--- config.mk ---
export PLATFORM = sky130hd
export DESIGN_NAME = store_merge_unit
export DESIGN_NICKNAME = d
export VERILOG_FILES = /design/src/rtl/store_merge_unit.sv
export SDC_FILE = /design/constraint.sdc
export NUM_CORES = 1
export LEC_CHECK = 0
export ABC_CLOCK_PERIOD_IN_PS = 2250
export BUFFER_PORTS_ARGS = -buffer_cell sky130_fd_sc_hd__buf_4
export CAP_MARGIN = 20
export CORE_UTILIZATION = 45
export CTS_CLUSTER_DIAMETER = 30
export CTS_CLUSTER_SIZE = 24
export DETAILED_ROUTE_END_ITERATION = 6
export PLACE_DENSITY_LB_ADDON = 0.15
export RECOVER_POWER = 100
export SETUP_SLACK_MARGIN = 0.02
export SYNTH_ARGS = -nofsm -noshare
export SYNTH_HDL_FRONTEND = slang
export SYNTH_SLANG_ARGS = --single-unit
export TNS_END_PERCENT = 100
--- constraint.sdc ---
create_clock -name Clk -period 2.25 [get_ports Clk]
set_input_delay 0.675 -clock Clk [delete_from_list [all_inputs] [get_ports Clk]]
set_output_delay 0.675 -clock Clk [all_outputs]
set_load 0.005 [all_outputs]
--- src/rtl/store_merge_unit.sv ---
// Store merge unit: performs sb/sh/sw; sub-word stores read the aligned word, merge the lane, write it back.
// Latency start->done: word 2 cycles, byte/half MEM_RD_LAT+3 cycles; rejected requests pulse misalign 1 cycle after start.
// No backpressure: start is taken only in IDLE, and a start while busy is dropped without being queued.
module store_merge_unit #(
    parameter int MEM_RD_LAT = 1
) (
    input  logic        Clk,
    input  logic        Reset,
    input  logic        start,
    input  logic [1:0]  size,
    input  logic [31:0] addr,
    input  logic [31:0] wdata,
    input  logic [31:0] mem_rdata,
    output logic [31:0] mem_addr,
    output logic [31:0] mem_wdata,
    output logic        mem_wr,
    output logic        busy,
    output logic        done,
    output logic        misalign
);
    localparam int CW = $clog2(MEM_RD_LAT + 1);

    typedef enum logic [2:0] {IDLE, READ, MERGE, WRITE, DONE, ERR} stateT;

    stateT         state;
    stateT         nextState;
    logic [31:0]   addrQ;
    logic [15:0]   wdataQ;
    logic [1:0]    sizeQ;
    logic [31:0]   mergeQ;
    logic [31:0]   mergedWord;
    logic [CW-1:0] latCnt;
    logic          reqBad;

    always_comb begin
        reqBad = 1'b0;
        case (size)
            2'b00:   reqBad = (addr[1:0] != 2'b00);
            2'b01:   reqBad = addr[0];
            2'b10:   reqBad = 1'b0;
            default: reqBad = 1'b1;
        endcase
    end

    always_comb begin
        nextState = state;
        case (state)
            IDLE:    if (start) nextState = reqBad ? ERR : ((size == 2'b00) ? WRITE : READ);
            READ:    if (latCnt == '0) nextState = MERGE;
            MERGE:   nextState = WRITE;
            WRITE:   nextState = DONE;
            DONE:    nextState = IDLE;
            ERR:     nextState = IDLE;
            default: nextState = IDLE;
        endcase
    end

    // Little-endian lane replacement; everything outside the lane keeps the old memory contents.
    always_comb begin
        mergedWord = mem_rdata;
        if (sizeQ == 2'b01) begin
            if (addrQ[1]) mergedWord[31:16] = wdataQ;
            else          mergedWord[15:0]  = wdataQ;
        end else begin
            mergedWord[{addrQ[1:0], 3'b000} +: 8] = wdataQ[7:0];
        end
    end

    always_ff @(posedge Clk) begin
        if (!Reset) begin
            state  <= IDLE;
            addrQ  <= '0;
            wdataQ <= '0;
            sizeQ  <= '0;
            mergeQ <= '0;
            latCnt <= '0;
        end else begin
            state <= nextState;
            case (state)
                IDLE: begin
                    if (start) begin
                        addrQ  <= addr;
                        wdataQ <= wdata[15:0];
                        sizeQ  <= size;
                        mergeQ <= wdata;
                        latCnt <= CW'(MEM_RD_LAT - 1);
                    end
                end
                READ:    if (latCnt != '0) latCnt <= latCnt - CW'(1);
                MERGE:   mergeQ <= mergedWord;
                default: ;
            endcase
        end
    end

    assign busy      = (state != IDLE);
    assign mem_wr    = (state == WRITE);
    assign done      = (state == DONE);
    assign misalign  = (state == ERR);
    assign mem_addr  = busy ? {addrQ[31:2], 2'b00} : '0;
    assign mem_wdata = mem_wr ? mergeQ : '0;
endmodule

# [Yosys cells after proc, flatten, opt, wreduce, memory -nomap -nowiden]
# Cells that the tools add are included.
[op_classes] addsub=2 eq_ne=10 n_shift=2 n_mux=17 n_reduce_logical=10
[ops] cell="2-to-1 mux 32 bit" count=4
[ops] cell="case mux 32 bit (2 select lines)" count=1
[ops] cell="bitwise mux 32 bit" count=1
[ops] cell="2-to-1 mux 16 bit" count=2
[ops] cell="variable shift 8 x 7 -> 32 bit, first input constant" count=1
[ops] cell="variable part select 8 x 7 -> 32 bit" count=1
[ops] cell="case mux 3 bit (4 select lines)" count=1
[ops] cell="2-to-1 mux 3 bit" count=3
[ops] cell="AND reduction 2 bit" count=4
[ops] cell="negator 5 -> 7 bit" count=1
[ops] cell="equality test 3 x 2 -> 1 bit, second input constant" count=2
[ops] cell="equality test 3 bit, second input constant" count=2
[ops] cell="nonzero test 2 bit" count=3
[ops] cell="equality test 2 x 1 -> 1 bit, second input constant" count=2
[ops] cell="!= test 2 bit, second input constant" count=2
[ops] cell="equality test 3 x 1 -> 1 bit, second input constant" count=1
[ops] cell="logical NOT 3 bit" count=1
[ops] cell="case mux 1 bit (3 select lines)" count=1
[ops] cell="nonzero test 3 bit" count=1
[ops] cell="equality test 2 bit, second input constant" count=1
[ops] cell="logical NOT 2 bit" count=1
[ops] cell="2-to-1 mux 1 bit" count=2
[ops] cell="2-to-1 mux 2 bit" count=1
[ops] cell="case mux 1 bit (2 select lines)" count=1
[ops] cell="subtractor 1 bit, second input constant" count=1
[totals] ff_bits=86 input_bits=101 out_inout_bits=68 word_cells=47

# [Longest topological paths before layout]
[logic_depth] ltp_word=5 mapped_depth=8 ltp_nobuf=5

# [Worst setup path after synthesis]
# OpenSTA, ideal clock, no wires.
[synth_path] path_kind="reg-to-reg" from="register addrQ[0]" to="register mergeQ[28]" setup_time_ns=0.082 arrival_ns=2.037 required_time_ns=2.168 slack_ns=0.131 path_stages_with_launch=7 n_path_buf=1 synth_period_minus_slack_ns=2.119 path_cell_list="dfxtp_1 > clkbuf_1 > inv_1 > ha_1 > nor3b_1 > a221oi_1 > o221ai_1"
[synth_between] elab_chain_len=5 word_cells_on_any_way=6 classes_between="add/sub (1); shift (2); mux (3)"
[synth_rtl] item="from (decl)" line_no="27" rtl="logic [31:0] addrQ;"
[synth_rtl] item="from (signal assigned)" line_no="82" rtl="addrQ <= addr;"
[synth_rtl] item="negator 5 -> 7 bit (*)" line_no="65" rtl="mergedWord[{addrQ[1:0], 3'b000} +: 8] = wdataQ[7:0];"
[synth_rtl] item="variable part select 8 x 7 -> 32 bit / variable shift 8 x 7 -> 32 bit (equally long branches)" line_no="65"
[synth_rtl] item="bitwise mux 32 bit (*)" line_no="65"
[synth_rtl] item="2-to-1 mux 32 bit (*)" line_no="61" rtl="if (sizeQ == 2'b01) begin"
[synth_rtl] item="case mux 32 bit (2 select lines) (*)" line_no="79" rtl="case (state)"
[synth_rtl] item="to (signal assigned)" line_no="85" rtl="mergeQ <= wdata;"
[synth_rtl] item="to (signal assigned)" line_no="90" rtl="MERGE: mergeQ <= mergedWord;"
[synth_rtl] item="to (decl)" line_no="30" rtl="logic [31:0] mergeQ;"
# Mark *: on every way between the ends. The rest lies on a longest branch, timed or not.
# A chain may end at the register's enable or synchronous reset.

# [Worst setup path in the final report]
[layout_path] from="register state[1]" to="output mem_addr[3]"
[layout_between] elab_chain_len=2
[layout_rtl] item="from (decl)" line_no="25" rtl="stateT state;"
[layout_rtl] item="from (signal assigned)" line_no="78" rtl="state <= nextState;"
[layout_rtl] item="nonzero test 3 bit" line_no="96" rtl="assign busy = (state != IDLE);"
[layout_rtl] item="2-to-1 mux 32 bit" line_no="100" rtl="assign mem_addr = busy ? {addrQ[31:2], 2'b00} : '0;"
[layout_rtl] item="to (decl)" line_no="14" rtl="output logic [31:0] mem_addr,"
# Every way passes these cells.

==> results.md <==
* Cell Pwr Density at about 630 nW/um^2
* Share of cell area taken by muxes after synthesis at 7.80%
* Switching portion of total power at 30.8%
* Total DRC errors in the routed layout at 0
* Final weighted congestion of routability-driven global placement at ~0.84
* Hold-fix buffer count after cts at 0
* Highest fanout seen on the critical path at 26
* Fin. Hold Viols at 0
* Number of inserted filler cells in the final layout at 968
* Clock transition at path regs at about 90 ps
* Worst flop-to-flop path endpoint: mergeQ[28]$_SDFFE_PN0P_
* Sequential cell area in the final layout at 1710 um^2
* Fin cells at 890
* Leakage power at 2.63 nW
* Xor/xnor cell area share of the yosys netlist at 0%
* Die outline height at 106 um
* Class of the tightest hold or removal check: register to register
* Proportion of layout cells with a drive suffix above 1 at roughly a third
* Actual slew at the worst max-slew pin at 693 ps
* Worst skew pair latency at 360 ps
* Row count at 37
* DRC violation total after the first TritonRoute iteration at ~270
* Number of buffers added by the clock tree synthesis step at 9
* Clock tree from TritonCTS: done
* Number of synthesized flops with an enable pin at 0
* H-tree Lvls at 3
* Combinational group share of total power at between 20% and 30%
* Largest buffer count on any clock path at 2
* Required time of the critical path at approximately 1600 ps
* Combinational family with the most area after synthesis: simple AND/OR/NAND/NOR gates
* Die Outline Area at 11,300 um^2
* Starting Density at roughly 47%
* CTS Sinks at 85
* Switching power at 0.00124 W
* Gate count of the mapped netlist at roughly 600
* Buffers on Ports at 166
* Via density at about 5.6
* Final HPWL DP at 10,900 um
* Post-layout minimum cycle time at ~2100 ps
* Unique cell type count in the Yosys netlist at 37
* Wire length of the first global-routing pass at 24,100 um
* Clk network pwr share at 31.3%
* Layout-stage area growth over the synthesis result at 31.6%
* Worst Setup Path Type: register to primary output
* Post-CTS Setup Inserts at 0
* Period utilization at a little over nine tenths
* Number of antenna violations at the first check in global routing at 0
* Drt total wl at 15,000 um
* Fraction of power consumed by sequential logic at 43.0%
* Number of search-and-repair iterations in the first detailed-routing pass at 5
* Internal power consumption at 0.00278 W
* Number of cells on the worst reg-to-reg path at 5
* Compound-gate portion of the synthesized area at a little under a quarter
* Post-CTS sizing at 3
* Root buffer selected by CTS: sky130_fd_sc_hd__clkbuf_8
* Unrepaired setup endpoints after global routing: true
* Worst vdd rail ir drop at between 0.4 and 0.5 mV
* Max Fclk at 466 MHz
* Number of global-route vias before repair at 4,952
* Critical path launch point type: register
* GR Overflow Total at 0
* Startpoint of the worst setup timing path: state[1]$_SDFFE_PN0P_
* Yosys warns at 0
* Fraction of synthesis flops using an asynchronous set or reset pin at 0%
* Remaining antenna violation count at 0
* Global-route usage over all layers at 26.7%
* CP endpoint: mem_addr[3]
* Width of the die at 106 um
* Num ports at 169
* WL/cell at 16.9 um
* Net count of the finished layout at ~860
* Data arrival time of the critical path at between 1000 and 1500 ps
* Count of final setup violators at 0
* Adder-Cell Fraction of Synth Area at 1.28%
* Routed via count at 5,025
* Number of diodes added for antenna fixing at 0
* Synthesis-stage register bit count at 85
* Mean Syn Cell Area at around 8.1 um^2
* R2R setup slack at 210 ps
* Proportion of synthesized chip area in sequential cells at 34.9%
* Synthesized-area fraction occupied by and/or/nand/nor cells at 24.3%
* Count of pins over their slew limit at 0
* Area occupied by multi-input gates at 2760 um^2
* Capturing element type of the critical path: primary output
* Max Cap Violations at 0
* Placed Cells at between 800 and 900
* Fin Clk Skew at 12.4 ps
* Total core area at 10,400 um^2
* Accumulated negative setup slack at 0 ps
* Outcome: finished, final reports clean
* R2r startpoint: state[2]$_SDFFE_PN0P_
* Synthesized area at between 4000 and 5000 um^2
* Relative slew margins at between 50% and 60%
* Most instantiated flip-flop cell in the synthesis netlist: sky130_fd_sc_hd__dfxtp_1
* Largest net degree at the start of global routing at 39
registers in the layout (all words and copies together) (netlist names):
name and cells:
state 3, wdataQ 16, mergeQ 32, addrQ 32, sizeQ 2
routing by layer:
layer	GRT usage [%]	vias to the layer above	part of all wire, %
li1	-	2422	-
met1	33.1	2351	42
met2	44.9	219	48
met3	6.68	33	8.0
met4	9.23	0	2.3
met5	0	-	0
cell families after synthesis:
logic type,Yosys count
adder cells (fa/ha/maj),5
AO/OA/AOI/OAI,151
other,1
flip-flops,85
buffers and inverters,94
multiplexers,34
AND/OR/NAND/NOR,233
synthesized netlist by cell type (all sizes together) (5+ instances only):
library cell | count | area (um^2)
mux2 | 32 | 360
buf | 24 | 159
a221oi | 32 | 280
nand3 | 30 | 150
a21boi | 51 | 383
ha | 5 | 62.6
nand2 | 101 | 379
clkbuf | 32 | 120
inv | 38 | 143
nor2b | 40 | 250
and2 | 5 | 31.3
dfxtp | 85 | 1700
nor3 | 31 | 160
o221ai | 30 | 263
o21ai | 34 | 170
and3b | 8 | 70.1
final cells by class:
class                   instances  area share, %
repair buffers                190           22.0
flip-flops and latches         85           26.6
well taps                     136           2.65
clock buffers                  10           2.15
clock inverters                 6           1.46
inverters                      38           2.22
multi-input cells             425           43.0
stage by stage:
stage / util, % / hold slack [ps] / setup WS [ps] / cell area (um^2) / total power (W)
floorplan: - / 430 / 131 / 4880 / 0.00241
global placement: 59.7 / 436 / 338 / 6220 / 0.00279
detailed placement: 59.7 / 440 / 269 / 6220 / 0.00282
CTS: 62.0 / 453 / 29.5 / 6460 / 0.00407
global route: 61.6 / 481 / 14.7 / 6420 / 0.00422
finish: 61.6 / 453 / 102 / 6420 / 0.00402
worst min-delay path by stage:
stage                                 from                      to  slack (ps)  cells past startpoint
finish               addrQ[4]$_SDFFE_PN0P_   addrQ[4]$_SDFFE_PN0P_         450                      2
global route        addrQ[27]$_SDFFE_PN0P_  addrQ[27]$_SDFFE_PN0P_         480                      2
CTS                 addrQ[26]$_SDFFE_PN0P_  addrQ[26]$_SDFFE_PN0P_         450                      2
detailed placement  addrQ[26]$_SDFFE_PN0P_  addrQ[26]$_SDFFE_PN0P_         440                      2
global placement    addrQ[26]$_SDFFE_PN0P_  addrQ[26]$_SDFFE_PN0P_         440                      2
floorplan           addrQ[10]$_SDFFE_PN0P_  addrQ[10]$_SDFFE_PN0P_         430                      2
worst max-delay path, stage by stage (launching register included):
cell,delay [ps]
sky130_fd_sc_hd__dfxtp_1,320
sky130_fd_sc_hd__buf_4,160
sky130_fd_sc_hd__nor3_4,140
sky130_fd_sc_hd__buf_6,270
sky130_fd_sc_hd__nor2b_1,90
sky130_fd_sc_hd__buf_4,140
power groups by stage:
| stage | clock [W] | combinational [W] | sequential, W |
|---|---|---|---|
| 3_5_place_dp | 0 | 0.00106 | 0.00176 |
| 5_1_grt | 0.00134 | 0.00114 | 0.00174 |
| 6_report | 0.00126 | 0.00104 | 0.00173 |
| 2_1_floorplan | 0 | 0.000676 | 0.00173 |
| 3_3_place_gp | 0 | 0.00103 | 0.00176 |
| 4_1_cts | 0.00127 | 0.00107 | 0.00173 |
cell usage in the layout (no fill, tap or decap), types with 2 or more instances in the layout:
master	synthesis	final
sky130_fd_sc_hd__a21boi_0	1	46
sky130_fd_sc_hd__a21boi_1	50	5
sky130_fd_sc_hd__a221oi_1	32	32
sky130_fd_sc_hd__and2_0	0	3
sky130_fd_sc_hd__and2_1	5	2
sky130_fd_sc_hd__and3b_1	8	8
sky130_fd_sc_hd__buf_4	2	149
sky130_fd_sc_hd__buf_6	6	2
sky130_fd_sc_hd__bufinv_16	0	2
sky130_fd_sc_hd__clkbuf_1	32	6
sky130_fd_sc_hd__clkbuf_2	0	6
sky130_fd_sc_hd__clkbuf_4	0	26
sky130_fd_sc_hd__clkbuf_8	0	10
sky130_fd_sc_hd__clkinv_4	0	2
sky130_fd_sc_hd__conb_1	1	2
sky130_fd_sc_hd__dfxtp_1	85	84
sky130_fd_sc_hd__ha_1	5	5
sky130_fd_sc_hd__inv_1	38	38
sky130_fd_sc_hd__mux2_2	32	32
sky130_fd_sc_hd__mux2i_1	2	2
sky130_fd_sc_hd__nand2_1	101	101
sky130_fd_sc_hd__nand2b_1	3	3
sky130_fd_sc_hd__nand3_1	30	30
sky130_fd_sc_hd__nor2_1	3	3
sky130_fd_sc_hd__nor2b_1	40	39
sky130_fd_sc_hd__nor3_1	30	30
sky130_fd_sc_hd__nor3b_1	3	3
sky130_fd_sc_hd__nor4bb_1	2	2
sky130_fd_sc_hd__o21ai_0	28	29
sky130_fd_sc_hd__o21ai_1	6	5
sky130_fd_sc_hd__o221ai_1	30	30
sky130_fd_sc_hd__o22ai_1	2	2
sky130_fd_sc_hd__or2_2	2	2
Note: power is estimated with default switching activity, not from simulation.
